--- src/rtl/cnn_pkg.sv ---
// Shared CNN front-end definitions: BRAM32k geometry and ifmap loader state encoding.
package cnn_pkg;

    localparam int unsigned BRAM_ADDR_W    = 12;
    localparam int unsigned BRAM_DATA_W    = 64;
    localparam int unsigned BYTES_PER_WORD = BRAM_DATA_W / 8;

    typedef enum logic [1:0] {
        LD_IDLE  = 2'd0,
        LD_LOAD  = 2'd1,
        LD_FLUSH = 2'd2,
        LD_DONE  = 2'd3
    } loader_state_e;

endpackage

--- src/rtl/byte_packer.sv ---
// Packs accepted bytes LSB-lane first into a DATA_W word; clears after a full or terminated word.
module byte_packer
    import cnn_pkg::*;
#(
    parameter int unsigned DATA_W = BRAM_DATA_W
) (
    input  logic              clk,
    input  logic              rst,
    input  logic              i_clr,
    input  logic              i_valid,
    input  logic [7:0]        i_data,
    input  logic              i_last,
    output logic              o_word_full_c,
    output logic [DATA_W-1:0] o_word_c
);

    localparam int unsigned LANES  = DATA_W / 8;
    localparam int unsigned LANE_W = (LANES > 1) ? $clog2(LANES) : 1;

    logic [LANE_W-1:0] r_lane;
    logic [DATA_W-1:0] r_word;
    logic [DATA_W-1:0] w_word_ins;
    logic              w_word_full;

    // Current byte merged into the partial word so the completing byte is visible this cycle.
    always_comb begin
        w_word_ins = r_word;
        w_word_ins[int'(r_lane)*8 +: 8] = i_data;
    end

    assign w_word_full   = i_valid && (r_lane == LANE_W'(LANES - 1));
    assign o_word_full_c = w_word_full;
    assign o_word_c      = w_word_ins;

    always_ff @(posedge clk) begin
        if (rst || i_clr) begin
            r_lane <= '0;
            r_word <= '0;
        end else if (i_valid) begin
            if (w_word_full || i_last) begin
                // Zero-clear so a later partial word is padded in its unfilled lanes.
                r_lane <= '0;
                r_word <= '0;
            end else begin
                r_lane <= r_lane + LANE_W'(1);
                r_word <= w_word_ins;
            end
        end
    end

endmodule

--- src/rtl/ifmap_loader.sv ---
// Input-feature-map loader: byte stream in, packed words written to BRAM32k port A for pe1.
module ifmap_loader
    import cnn_pkg::*;
#(
    parameter int unsigned DATA_W      = BRAM_DATA_W,
    parameter int unsigned ADDR_W      = BRAM_ADDR_W,
    parameter int unsigned FRAME_WORDS = 98,
    parameter int unsigned BASE_ADDR   = 0
) (
    input  logic              clk,
    input  logic              rst,
    input  logic              start,
    input  logic              s_valid,
    input  logic [7:0]        s_data,
    input  logic              s_last,
    output logic              s_ready,
    output logic              bram_we,
    output logic [ADDR_W-1:0] bram_addr,
    output logic [DATA_W-1:0] bram_din,
    output logic              busy,
    output logic              done,
    output logic              err_len
);

    localparam int unsigned ADDR_SPAN = 1 << ADDR_W;

    if ((DATA_W % 8) != 0 || DATA_W < 16) begin : g_bad_data_w
        $error("ifmap_loader: DATA_W must be a multiple of 8 and at least 16");
    end
    if (FRAME_WORDS == 0 || (BASE_ADDR + FRAME_WORDS) > ADDR_SPAN) begin : g_bad_addr_range
        $error("ifmap_loader: frame does not fit in the BRAM address space");
    end

    loader_state_e     r_state;
    logic              r_s_ready;
    logic              r_bram_we;
    logic [ADDR_W-1:0] r_bram_addr;
    logic [DATA_W-1:0] r_bram_din;
    logic              r_busy;
    logic              r_done;
    logic              r_err_len;
    logic [ADDR_W-1:0] r_word_idx;

    logic              w_accept;
    logic              w_packer_clr;
    logic              w_word_full;
    logic [DATA_W-1:0] w_word;
    logic              w_last_word;
    logic              w_frame_end;
    logic              w_len_ok;

    // s_ready is only ever high in LOAD, so the handshake alone qualifies a byte.
    assign w_accept     = s_valid && r_s_ready;
    assign w_packer_clr = (r_state == LD_IDLE) && start;
    assign w_last_word  = (r_word_idx == ADDR_W'(FRAME_WORDS - 1));
    assign w_frame_end  = w_accept && (s_last || (w_word_full && w_last_word));
    assign w_len_ok     = s_last && w_word_full && w_last_word;

    byte_packer #(
        .DATA_W (DATA_W)
    ) u_packer (
        .clk           (clk),
        .rst           (rst),
        .i_clr         (w_packer_clr),
        .i_valid       (w_accept),
        .i_data        (s_data),
        .i_last        (s_last),
        .o_word_full_c (w_word_full),
        .o_word_c      (w_word)
    );

    always_ff @(posedge clk) begin
        if (rst) begin
            r_state     <= LD_IDLE;
            r_s_ready   <= 1'b0;
            r_bram_we   <= 1'b0;
            r_bram_addr <= ADDR_W'(BASE_ADDR);
            r_bram_din  <= '0;
            r_busy      <= 1'b0;
            r_done      <= 1'b0;
            r_err_len   <= 1'b0;
            r_word_idx  <= '0;
        end else begin
            r_bram_we <= 1'b0;
            r_done    <= 1'b0;
            case (r_state)
                LD_IDLE: begin
                    if (start) begin
                        r_state    <= LD_LOAD;
                        r_s_ready  <= 1'b1;
                        r_busy     <= 1'b1;
                        r_err_len  <= 1'b0;
                        r_word_idx <= '0;
                    end
                end
                LD_LOAD: begin
                    // A terminating byte shares the same write path, so a full word ending early is written once.
                    if (w_accept && (w_word_full || s_last)) begin
                        r_bram_we   <= 1'b1;
                        r_bram_addr <= ADDR_W'(BASE_ADDR) + r_word_idx;
                        r_bram_din  <= w_word;
                        r_word_idx  <= r_word_idx + ADDR_W'(1);
                    end
                    if (w_frame_end) begin
                        r_state   <= LD_FLUSH;
                        r_s_ready <= 1'b0;
                        r_err_len <= !w_len_ok;
                    end
                end
                LD_FLUSH: begin
                    r_state <= LD_DONE;
                    r_busy  <= 1'b0;
                    r_done  <= 1'b1;
                end
                LD_DONE: begin
                    r_state <= LD_IDLE;
                end
                default: begin
                    r_state <= LD_IDLE;
                end
            endcase
        end
    end

    assign s_ready   = r_s_ready;
    assign bram_we   = r_bram_we;
    assign bram_addr = r_bram_addr;
    assign bram_din  = r_bram_din;
    assign busy      = r_busy;
    assign done      = r_done;
    assign err_len   = r_err_len;

endmodule

--- config.mk ---
export PLATFORM = sky130hd
export DESIGN_NAME = ifmap_loader
export DESIGN_NICKNAME = d
export VERILOG_FILES = /design/src/rtl/cnn_pkg.sv /design/src/rtl/byte_packer.sv /design/src/rtl/ifmap_loader.sv
export SDC_FILE = /design/constraint.sdc
export NUM_CORES = 1
export LEC_CHECK = 0
export BUFFER_PORTS_ARGS = -buffer_cell sky130_fd_sc_hd__buf_2
export CAP_MARGIN = 20
export CORE_MARGIN = 2
export CORE_UTILIZATION = 25
export CTS_CLUSTER_DIAMETER = 60
export DETAILED_ROUTE_END_ITERATION = 10
export MAX_ROUTING_LAYER = met4
export PLACE_DENSITY_LB_ADDON = 0.12
export SYNTH_ARGS = -nofsm -noshare
export SYNTH_HDL_FRONTEND = slang
export SYNTH_SLANG_ARGS = --single-unit
--- constraint.sdc ---
create_clock -name clk -period 4.6 [get_ports clk]
set_clock_uncertainty 0.05 [all_clocks]
set_input_delay 0.92 -clock clk [delete_from_list [all_inputs] [get_ports clk]]
set_output_delay 0.92 -clock clk [all_outputs]
set_load 0.02 [all_outputs]
After elaboration in Yosys (flattened, before gate mapping)

Index checks and enable logic that the tools add are counted.
Widths: inputs -> output; s select.

Add/sub/neg operators: 3
Bitwise operators: 1
Equal/unequal tests: 8
Reductions and logical operators: 21
Shifts and indexed selects: 2
Muxes and demuxes: 18

Operators with widths:

| operator                | number |
|---|---|
| $bwmux 64               | 1 |
| $mux 64                 | 1 |
| $shift 8x33->64 const A | 1 |
| $shiftx 8x33->64        | 1 |
| $neg 6->33              | 1 |
| $mux 12                 | 2 |
| $pmux 12 s2             | 1 |
| $add 12x1->12 const B   | 1 |
| $eq 12x7->1 const B     | 1 |
| $logic_and 1x1->1       | 8 |
| $pmux 2 s4              | 1 |
| $mux 1                  | 6 |
| $ne 2x2->1 const B      | 3 |
| $pmux 1 s2              | 3 |
| $reduce_and 2->1        | 3 |
| $reduce_and 3->1        | 2 |
| $eq 2x2->1 const B      | 2 |
| $mux 2                  | 2 |
| $reduce_bool 2->1       | 2 |
| $add 3x1->3 const B     | 1 |
| $eq 3x3->1 const B      | 1 |
| $logic_or 1x1->1        | 3 |
| $mux 3                  | 1 |
| $eq 2x1->1 const B      | 1 |
| other kinds (4)         | 4 |

Bits in registers: 162
Word-level logic and storage cells: 64
Input port bits: 13
Output and inout bits: 81

Logic depth before layout (Yosys ltp)

Gate-level depths: netlist of the first run.

Depth after elaboration: 7
Depth in mapped cells: 10
Mapped depth without buffers: 7

Hierarchy

From an unflattened synthesis of the first run, not the netlist that was laid out.

Cells, all modules: 824
Area, all modules: 7189.4 µm²

By module, submodules not included:

| module       | cells an instance | times used | sequential area each (µm²) | area an instance (µm²) |
|---|---|---|---|---|
| ifmap_loader | 446               | 1          | 1901.8                     | 3616.0 |
| byte_packer  | 378               | 1          | 1341.3                     | 3573.4 |

Worst setup path after synthesis of the first run

No wires, ideal clock.

Kind: reg-to-reg
From: register u_packer.r_lane[0]
To: register u_packer.r_word[0]
Required time: 4433 ps
Library setup time: 117 ps
Arrival: 2279 ps
Setup slack: 2154 ps
Cell stages (with the launch flop): 11
Buffers on the path: 3
Clock period less this slack: 2446 ps
Cells stage by stage: dfxtp_1 -> buf_2 -> inv_1 -> ha_1 -> ha_1 -> clkbuf_2 -> nor4b_2 -> nand3_1 -> buf_6 -> a41o_4 -> a22o_1

Cells in the longest elaborated chain, start to end: 4
Elaborated cells on any way between the ends: 8
Classes of those cells: 1 x add/sub; 1 x eq/ne; 2 x shift; 2 x mux; 2 x reduce/logical

RTL lines:

| item                                                 | RTL line                             | text |
|---|---|---|
| from (decl)                                          | byte_packer.sv:20                    | `logic [LANE_W-1:0] r_lane;` |
| from (signal assigned)                               | byte_packer.sv:45                    | `r_lane <= r_lane + LANE_W'(1);` |
| $neg 6->33 / $eq 3x3->1 (equally long branches)      | byte_packer.sv:28, byte_packer.sv:31 |  |
| $shiftx 8x33->64 (tied with other cells)             | byte_packer.sv:28                    | `w_word_ins[int'(r_lane)*8 +: 8] = i_data;` |
| $bwmux 64 / $logic_or 1x1->1 (equally long branches) | byte_packer.sv:28, byte_packer.sv:40 |  |
| $mux 64 (*)                                          | byte_packer.sv:40                    | `if (w_word_full \|\| i_last) begin` |
| to (signal assigned)                                 | byte_packer.sv:46                    | `r_word <= w_word_ins;` |
| to (decl)                                            | byte_packer.sv:21                    | `logic [DATA_W-1:0] r_word;` |

Mark *: on every way between the ends. The rest lies on a longest branch, timed or not.
A chain may end at the register's enable or synchronous reset.

Final worst setup path of the first run

From: register u_packer.r_lane[0]
To: register r_bram_din[51] (netlist: bram_din[51])

Cells in the longest elaborated chain, start to end: 5
Elaborated cells on any way between the ends: 9
Classes of those cells: 1 x add/sub; 1 x eq/ne; 2 x shift; 1 x mux; 4 x reduce/logical

RTL lines:

| item                                               | RTL line            | text |
|---|---|---|
| branches (longest 5 deep; another with $neg 6->33) | n/a                 |  |
| to (signal assigned)                               | ifmap_loader.sv:101 | `r_bram_din <= w_word;` |
| to (decl)                                          | ifmap_loader.sv:38  | `logic [DATA_W-1:0] r_bram_din;` |

Several ways; the timed one is not identified.

==> results.md, run 1 <==
- Synth Flop Type: dfxtp_1
- Largest net degree at the start of global routing: 83
- Hold Path Stages: 2
- Post-Layout Inst Area: 8110 sq um
- CP max FO: 16
- Row count: 60
- Post-CTS Hold Buffers: 0
- Aggregate global routing overflow: 0
- P&R area growth vs syn: 19.7%
- Reg-to-reg critical path endpoint: bram_din[51]
- R2R depth: 7
- Fin. max-slew vios: 0
- Mapped cell area: between 6000 and 7000 sq um
- Worst setup EP type: flop
- Detailed-route wire length per cell: 16.1 um
- Clock Power Share: 0.414
- Finished Layout Cells: ~1,200
- Initial Utilization: 0.253
- I/O pin count: 94
- Hold EP: u_packer.r_word[44]
- Post-Route Utilization: 0.302
- Fin crit period: 2.90 ns
- CTS root buffer: clkbuf_16
- Comb power frac: 0.160
- Initial antenna violation count: 0
- # placed instances: 1,125
- Hold Worst Slack: 0.397 ns
- Internal power: between 2 and 3 mW
- Final setup viols: 0
- PD cells: 441 nW/um^2
- Post-CTS sizing: 0
- Worst Setup Slack, final: 1.70 ns
- Final hold vios: 0
- Post-CTS Setup Bufs: 0
- CTS Sinks: 162
- TritonCTS buffer count: 17
- Worst hold path type: flop to flop
- Startpoint types: flop
- Residual DRC: 0
- Cell Area, Placed: between 7000 and 8000 sq um
- Syn Nets: about 760
- Reg2reg setup slack: 1.70 ns
- Setup TNS Final: 0 ns
- Die Area: 28,400 sq um
- Worst path required time: 4.89 ns
- Leakage power: 3.03 nW
- Slew headroom: 0.345
- Layout Nets: ~830
- Crit path kind: flop to flop
- GR peak layer: met2
- Drt first pass iters: 4
- Sw Ratio: 0.296
- Antenna Violating Nets Remaining: 0
- EDFF count, synth: 0
- Net Sw Power: 1.06 mW
- All-Layer GR Usage: 0.139
- Mean post-synth cell area: 9.23 sq um
- Worst skew pair latency: 0.43 ns
- Die Y-Extent: 169 um
- Cell variety after synth: 57
- Pre-CTS setup slack: 1.57 ns
- RSZ-0062 raised after global routing: false
- CTS tree: yes
- Register clock-pin slew on the reported worst setup and hold paths: 0.07 ns
- Die Width: 169 um
- Core Area: between 20,000 and 30,000 sq um
- WP data arrival: about 3.2 ns
- Gate count of the mapped netlist: 734
- Wire length after detailed routing: about 19,000 um
- Worst r2r src: u_packer.r_lane[0]
- Max-cap violations: 0
- Dpl hpwl: 12,300 um
- Grt met2 use: 0.217
- Via count: roughly 5,300
- Fraction of final layout cells sized beyond drive strength 1: 0.179
- Clock tree buffer depth: 2
- DR iter-0 viols: ~230
- Achievable Freq: 344 MHz
- Yosys reg bits: about 160
- Sequential power share: 0.425
- First-pass GRT wire length: 29,900 um
- Peak VDD IR: 0.179 mV
- Seq/Total Area, Yosys: 0.479
- Async SR Flop Fraction: 0
- M3 GR Usage: 0.0318
- Diodes inserted: 0
- Gpl congestion: 0.759
- GR Layer Usage met1: 0.184
- Number of port buffers: 93
- Total power: 3.58 mW
- Vias per inst: 4.56
- H-Tree Depth: 4
- Worst-Margin Slew: just under 1 ns
- Ys Warns: 0
- Vias in the first global route: 5,211
- Status: finished, final reports clean
- Crit share post-route: 0.631
- Hold Crit Start: u_packer.r_word[44]
==> worst max-delay path by stage <==
stage	start	to	slack (ns)	cells after the start
finish	u_packer.r_lane[0]	bram_din[51]	1.70	7
global route	u_packer.r_lane[0]	bram_din[51]	1.42	7
CTS	u_packer.r_lane[0]	bram_din[51]	1.67	7
detailed placement	rst	u_packer.r_word[1]	1.57	5
global placement	rst	u_packer.r_word[3]	1.60	5
floorplan	u_packer.r_lane[0]	u_packer.r_word[0]	2.15	10
==> critical path, stage by stage, from the launching register on <==
cell	delay, ns
dfxtp_1	0.58
inv_1	0.24
ha_1	0.28
ha_1	0.22
nor2_1	0.75
and3_1	0.33
mux2i_1	0.12
a211oi_1	0.25
==> cell families (layout without fill, tap and decap cells) <==
family / Yosys count / after routing / synth area share
adder cells (fa/ha/maj): 12 / 12 / 0.0222
AO/OA/AOI/OAI: 177 / 177 / 0.175
buffers and inverters: 64 / 147 / 0.0458
multiplexers: 68 / 68 / 0.100
AND/OR/NAND/NOR: 247 / 247 / 0.172
flip-flops: 162 / 162 / 0.479
XOR/XNOR: 4 / 4 / 0.00517
==> metal layers <==
layer  part of all wire  vias to the layer above
met2               0.46                       81
met1               0.50                     2443
met5                  0                        -
met4             0.0074                        0
li1                   -                     2745
met3              0.031                       11
==> area by class of cell <==
| type | count | area [sq um] |
|---|---|---|
| well taps | 341 | 427 |
| multi-input cells | 508 | 3240 |
| inverters | 13 | 48.8 |
| repair buffers | 102 | 546 |
| clock inverters | 11 | 151 |
| fillers | 2835 | 18700 |
| flip-flops and latches | 162 | 3240 |
| clock buffers | 21 | 450 |
==> layout by cell type (no fill, tap or decap), types with 2 or more instances in the layout <==
| master | synthesis | layout |
|---|---|---|
| nor2b_1 | 2 | 2 |
| xnor2_1 | 4 | 4 |
| nor2_1 | 83 | 83 |
| buf_2 | 10 | 93 |
| and4bb_2 | 2 | 2 |
| a21oi_1 | 21 | 20 |
| mux2i_1 | 68 | 68 |
| or4_1 | 2 | 2 |
| clkinv_2 | 0 | 2 |
| nand4_1 | 2 | 2 |
| a22o_1 | 8 | 8 |
| clkinv_4 | 0 | 3 |
| a2111oi_0 | 2 | 2 |
| nand3_1 | 5 | 5 |
| a22oi_1 | 2 | 2 |
| ha_1 | 12 | 12 |
| nor2_2 | 2 | 2 |
| o21ai_1 | 30 | 30 |
| and2_1 | 20 | 20 |
| or3_1 | 3 | 3 |
| and3_1 | 12 | 12 |
| buf_4 | 3 | 8 |
| and3b_1 | 2 | 2 |
| a211oi_1 | 67 | 67 |
| dfxtp_1 | 162 | 162 |
| o21ai_0 | 31 | 31 |
| nor3b_1 | 6 | 6 |
| nand2_1 | 93 | 93 |
| nor3_1 | 3 | 3 |
| clkbuf_16 | 0 | 17 |
| bufinv_16 | 0 | 3 |
| o211ai_1 | 2 | 2 |
| inv_6 | 0 | 2 |
| clkbuf_1 | 29 | 3 |
| inv_1 | 13 | 13 |
==> power by group through the flow <==
stage | registers, mW | logic (mW) | clock network [mW]
3_5_place_dp | 1.55 | 0.582 | 0
2_1_floorplan | 1.58 | 0.394 | 0
4_1_cts | 1.52 | 0.585 | 1.53
3_3_place_gp | 1.56 | 0.584 | 0
6_report | 1.52 | 0.574 | 1.48
5_1_grt | 1.53 | 0.640 | 1.58
==> cell usage after synthesis (2+ instances only) <==
library cell	count	area share
clkbuf_1	29	0.016
dfxtp_1	162	0.48
nor3b_1	6	0.0066
nand2_1	93	0.052
o211ai_1	2	0.0022
and2_1	20	0.018
or4_1	2	0.0022
a22o_1	8	0.010
a21oi_1	21	0.016
buf_2	10	0.0074
xnor2_1	4	0.0052
nor2_2	2	0.0018
or3_1	3	0.0028
o21ai_0	31	0.023
buf_1	2	0.0011
and4bb_2	2	0.0037
nand4_1	2	0.0018
a211oi_1	67	0.074
o21ai_1	30	0.022
a22oi_1	2	0.0022
inv_1	13	0.0072
mux2i_1	68	0.10
a2111oi_0	2	0.0026
ha_1	12	0.022
nor3_1	3	0.0022
and3b_1	2	0.0026
nor2b_1	2	0.0018
buf_6	6	0.010
buf_4	3	0.0033
and3_1	12	0.011
nand3_1	5	0.0037
nor2_1	83	0.046
==> flip-flops by register name, indices dropped and copies added (netlist names) <==
signal and count:
err_len 1, r_state 2, done 1, bram_addr 12, bram_din 64, busy 1
s_ready 1, u_packer.r_lane 3, bram_we 1, u_packer.r_word 64, r_word_idx 12
Note: power is estimated with default switching activity, not from simulation.
==> run 2: changes to the inputs <==
ABC_AREA = 1   (was default)
clock period = 2.8 ns   (was 4.6 ns; I/O delays follow)
==> results.md, run 2 <==
- Fin. max-slew vios: 0 (unchanged)
- Sequential standard cell area: 3240 sq um (about the same)
- Hold Worst Slack: 0.408 ns (+0.0116 ns)
- Aggregate global routing overflow: 0 (unchanged)
- Hold Path Stages: 3 (+1)
- Cell Area, Placed: 8110 sq um (+8.2%)
- Multi-input gate area: 3350 sq um (+3.2%)
- DR iter-0 viols: 409 (+79%)
- Post-Layout Inst Area: 8750 sq um (+7.9%)
- Die Area: 30,500 sq um (+7.3%)
- Critical Path Max Stage Delay: 0.47 ns (-0.28 ns)
- Ys Warns: 0 (unchanged)
- Worst setup EP type: flop
- Setup TNS Final: 0 ns (unchanged)
- CP Cell Sequence: inv_4, ha_1, ha_1, nand2_2, inv_2, nand2_2, inv_1, nand2_1, o21ai_0, or2_1, a21oi_1
- Detailed-route wire length per cell: 15.2 um (-5.8%)
- Wire length after detailed routing: 22,900 um (+23%)
- Vias in the first global route: 6,340 (+22%)
- H-Tree Depth: 4 (unchanged)
- Initial antenna violation count: 0 (unchanged)
- Achievable Freq: 407 MHz (+18%)
- R2R depth: 11 (+4)
- Final hold vios: 0 (unchanged)
- Peak VDD IR: 0.276 mV (+54%)
- Top Family by Delay on Critical Path: simple AND/OR/NAND/NOR gates
- CTS root buffer: clkbuf_16
- Syn Nets: 1,067 (+41%)
- Async SR Flop Fraction: 0 (unchanged)
- TritonCTS buffer count: 17 (unchanged)
- Gate count of the mapped netlist: 1,042 (+42%)
- # placed instances: 1,478 (+31%)
- Diodes inserted: 0 (unchanged)
- Commonest non-fill, non-tap cell in the layout: nand2_1
- Slew headroom: 0.420 (+0.0751)
- Register clock-pin slew on the reported worst setup and hold paths: 0.06 ns (about the same)
- Seq/Total Area, Yosys: 0.446 (-0.0332)
- Slowest-stage cell, CP: dfxtp_2
- Buffers and inverters on the worst path: 3 (+2)
- Largest net degree at the start of global routing: 68 (-18%)
- Yosys reg bits: 162 (unchanged)
- Finished Layout Cells: 1,510 (+30%)
- Most instantiated cells after synthesis: 245 x nand2_1, 162 x dfxtp_1, 159 x nor2_1
- All-Layer GR Usage: 0.158 (+0.0193)
- Residual DRC: 0 (unchanged)
- Worst hold path type: input pin to flop
- Core Area: 28,700 sq um (+7.1%)
- Gpl congestion: 0.779 (+2.6%)
- CTS tree: yes
- WP data arrival: 2.76 ns (-0.43 ns)
- Worst-Margin Slew: 0.869 ns (-0.109 ns)
- Fin crit period: 2.46 ns (-0.446 ns)
- RSZ-0062 raised after global routing: false
- Vias per inst: 4.40 (-3.6%)
- Status: finished, final reports clean
- I/O pin count: 94 (unchanged)
- Pre-CTS setup slack: 0.172 ns (-1.40 ns)
- Leakage power: 3.82 nW (+26%)
- PD cells: 686 nW/um^2 (+55%)
- First-pass GRT wire length: 36,500 um (+22%)
- Post-synth top area cell: dfxtp_1
- Fraction of final layout cells sized beyond drive strength 1: 0.170 (-0.00908)
- Antenna Violating Nets Remaining: 0 (unchanged)
- Via count: 6,640 (+26%)
- Crit path depth: 11 (+4)
- Mapped cell area: 7280 sq um (+7.5%)
- Cell variety after synth: 32 (-44%)
- Mean post-synth cell area: 6.99 sq um (-24%)
- Drt first pass iters: 5 (+1)
- Fillers: 3,213 (+13%)
- Max-cap violations: 0 (unchanged)
- Post-CTS Hold Buffers: 0 (unchanged)
- Crit path kind: flop to flop
- Top cells by area, synth: dfxtp_1 45%, nand2_1 13%, nor2_1 8.2%
- Worst Setup Slack, final: 0.342 ns (-1.35 ns)
- Row count: 62 (+3.3%)
- Dpl hpwl: 15,600 um (+27%)
- CP max FO: 13 (-3)
- P&R area growth vs syn: 20.2%
- Worst path required time: 3.10 ns (-1.79 ns)
- Clock tree buffer depth: 2 (unchanged)
- Final setup viols: 0 (unchanged)
- Worst skew pair latency: 0.43 ns (about the same)
- Synth Flop Type: dfxtp_1
- Most frequent cell after synthesis: nand2_1
- Layout Nets: 1,138 (+37%)
- CTS Sinks: 162 (unchanged)
- Commonest non-fill, non-tap cells in the layout: 244 x nand2_1, 161 x dfxtp_1, 158 x nor2_1, 105 x o21ai_0, 102 x inv_1
- Initial Utilization: 0.254 (+0.000864)
- EDFF count, synth: 0 (unchanged)
- Die Width: 175 um (+3.6%)
- Post-synth top area share: 0.446 (-0.0332)
- Crit share post-route: 0.878 (+0.247)
- Startpoint types: flop
- Number of port buffers: 93 (unchanged)
- Die Y-Extent: 175 um (+3.6%)
run 2: power by group:
group | leakage [nW] | internal (mW) | switching [mW]
Sequential | 1.31 | 2.40 | 0.0670
Clock | 0.308 | 1.46 | 1.09
Combinational | 2.20 | 0.277 | 0.705
run 2: through the flow:
stage | total power [mW] | utilization
floorplan | 3.19 | -
global placement | 3.53 | 0.283
detailed placement | 3.52 | 0.283
CTS | 6.09 | 0.305
global route | 6.29 | 0.305
finish | 6.00 | 0.305
run 2: layout make-up:
cell class	instances	area share
Clock buffer	18	0.0502
Multi-Input combinational cell	713	0.382
Sequential cell	162	0.371
Timing Repair Buffer	110	0.0721
Inverter	109	0.0473
Clock inverter	14	0.0222
Tap cell	384	0.0549
run 2: kinds of logic after synthesis:
family                     synth area share
AOI/OAI and AO/OA                     0.182
DFF                                   0.446
and+or+nand+nor                       0.256
adders and majority gates            0.0206
buffers and inverters                0.0963
run 2: tightest hold or removal path, cell delays in order:
cell and delay, ns:
buf_2 0.12, a21oi_1 0.11, a211oi_1 0.05
run 2: final timing paths:
| kind | start | slack, ns | endpoint |
|---|---|---|---|
| worst max-delay path | u_packer.r_lane[0] | 0.34 | u_packer.r_word[14] |
| worst max register to register | u_packer.r_lane[0] | 0.34 | u_packer.r_word[14] |
| worst min-delay path | start | 0.41 | busy |
| worst min register to register | err_len | 0.41 | err_len |
run 2: routing by layer:
metal,part of all wire,vias up,track usage
met4,0.014,0,0.0476
met5,0,-,-
li1,-,3436,-
met3,0.027,23,0.0244
met2,0.44,92,0.239
met1,0.51,3089,0.218
run 2: timing repair:
item	CTS	global route
setup endpoints to repair	0	2
setup buffers	0	0
resized for setup	0	1
==> run 3: changes to the inputs <==
ABC_AREA = default   (was 1)
==> results.md, run 3 (synthesis gave the netlist of run 1 again) <==
- Status: finished, final reports clean
- Post-CTS Setup Bufs: 0 (unchanged)
- Row count: 60 (-3.2%)
- CTS tree: yes
- WP data arrival: 2.78 ns (+0.02 ns)
- Residual DRC: 0 (unchanged)
- Fillers: 2,833 (-12%)
- Worst path required time: 3.07 ns (-0.03 ns)
- Max-cap violations: 0 (unchanged)
- Internal power: 4.20 mW (+1.3%)
- TritonCTS buffer count: 17 (unchanged)
- Achievable Freq: 398 MHz (-2.1%)
- Initial Utilization: 0.253 (-0.000864)
- Fraction of final layout cells sized beyond drive strength 1: 0.197 (+0.0275)
- Final setup viols: 0 (unchanged)
- Finished Layout Cells: 1,173 (-22%)
- Die Width: 169 um (-3.5%)
- Sequential power share: 0.414 (+0.002)
- Wire length after detailed routing: 18,900 um (-17%)
- GR Layer Usage met1: 0.192 (-0.0259)
- DR iter-0 viols: 293 (-28%)
- Drt first pass iters: 4 (-1)
- RSZ-0062 raised after global routing: false
- Leakage power: 3.11 nW (-18%)
- Core Area: 26,800 sq um (-6.6%)
- Post-CTS Hold Buffers: 0 (unchanged)
- Diodes inserted: 0 (unchanged)
- CTS root buffer: clkbuf_16
- M3 GR Usage: 0.0264 (+0.00205)
- Worst setup EP type: flop
- CTS Sinks: 162 (unchanged)
- Register clock-pin slew on the reported worst setup and hold paths: 0.06 ns (about the same)
- CP max FO: 7 (-6)
- Vias in the first global route: 5,250 (-17%)
- Layout Nets: 844 (-26%)
- All-Layer GR Usage: 0.141 (-0.0169)
- Setup TNS Final: 0 ns (unchanged)
- Crit path kind: flop to flop
- Slew headroom: 0.518 (+0.0975)
- I/O pin count: 94 (unchanged)
- Initial antenna violation count: 0 (unchanged)
- Commonest non-fill, non-tap cells in the layout: 162 x dfxtp_1, 93 x nand2_1, 93 x buf_2, 83 x nor2_1, 68 x mux2i_1
- Cell Area, Placed: 7620 sq um (-6.1%)
- Via count: 5,353 (-19%)
- Worst skew pair latency: 0.42 ns (about the same)
- Detailed-route wire length per cell: 16.2 um (+6.5%)
- Antenna Violating Nets Remaining: 0 (unchanged)
- P&R area growth vs syn: 21.6%
- Post-Layout Inst Area: 8230 sq um (-5.9%)
- GR peak layer: met2
- PD cells: 722 nW/um^2 (+5.2%)
- Largest net degree at the start of global routing: 91 (+34%)
- Final hold vios: 0 (unchanged)
- Fin. max-slew vios: 0 (unchanged)
- Fin crit period: 2.51 ns (+0.0524 ns)
- First-pass GRT wire length: 30,400 um (-17%)
- Die Y-Extent: 169 um (-3.5%)
- Worst-Margin Slew: 0.719 ns (-0.151 ns)
- Crit share post-route: 0.897 (+0.0187)
- Aggregate global routing overflow: 0 (unchanged)
- Clock Power Share: 0.410 (-0.015)
- Worst hold path type: flop to flop
- Net Sw Power: 1.75 mW (-6.0%)
- Clock tree buffer depth: 2 (unchanged)
- Number of port buffers: 93 (unchanged)
- # placed instances: 1,141 (-23%)
- Vias per inst: 4.56 (+3.8%)
- Comb power frac: 0.175 (+0.011)
- Peak VDD IR: 0.328 mV (+19%)
- Commonest non-fill, non-tap cell in the layout: dfxtp_1
- Post-CTS sizing: 0 (unchanged)
- H-Tree Depth: 4 (unchanged)
- Total power: 5.94 mW (-0.95%)
- Die Area: 28,400 sq um (-6.8%)
- Hold Worst Slack: 0.396 ns (-0.0127 ns)
- R2R depth: 6 (-5)
- Gpl congestion: 0.808 (+3.7%)
- Dpl hpwl: 12,900 um (-18%)
- Startpoint types: flop
- Hold Path Stages: 2 (-1)
- Sw Ratio: 0.294 (-0.0159)
- Grt met2 use: 0.217 (-0.0223)
==> run 3: cell types whose count changed in the layout (fill, tap and decap cells not counted), moves of 68 or more <==
cell / delta
nor2_1: -75
nand2_1: -151
inv_1: -89
a21oi_1: -75
o21ai_0: -74
mux2i_1: +68
==> run 3: critical path: stages, from the launching register on <==
cell	delay, ns
dfxtp_1	0.48
ha_1	0.26
ha_1	0.36
o211ai_1	0.19
a211oi_1	0.67
a211oi_1	0.16
a31o_2	0.25
==> run 3: worst paths after layout <==
path	startpoint	to	slack, ns
setup / recovery	u_packer.r_lane[1]	r_word_idx[10]	0.29
hold / removal	u_packer.r_word[42]	u_packer.r_word[42]	0.40
setup reg to reg	u_packer.r_lane[1]	r_word_idx[10]	0.29
hold reg to reg	u_packer.r_word[42]	u_packer.r_word[42]	0.40
==> run 3: through the flow <==
stage / util / setup slack [ns]
after floorplan: - / 0.354
after global placement: 0.284 / 0.162
after detailed placement: 0.284 / 0.274
after CTS: 0.307 / 0.255
after global routing: 0.307 / 0.0527
final: 0.307 / 0.290
==> run 3: layout make-up <==
| type | instances | area, sq um | area share |
|---|---|---|---|
| flip-flops and latches | 162 | 3240 | 0.394 |
| multi-input cells | 508 | 3240 | 0.394 |
| repair buffers | 117 | 658 | 0.0799 |
| clock buffers | 22 | 494 | 0.0600 |
| well taps | 341 | 427 | 0.0518 |
| clock inverters | 10 | 123 | 0.0149 |
| inverters | 13 | 48.8 | 0.00593 |
==> run 3: metal layers <==
layer	vias to the layer above	share of wire
li1	2768	-
met1	2481	0.51
met2	89	0.45
met3	15	0.031
met4	0	0.010
met5	-	0
==> run 3: power by group through the flow <==
stage	sequential, mW	combinational [mW]	clock (mW)
floorplan	2.59	0.647	0
global placement	2.52	1.07	0
detailed placement	2.52	1.06	0
CTS	2.47	1.07	2.51
global route	2.48	1.16	2.61
finish	2.46	1.04	2.44
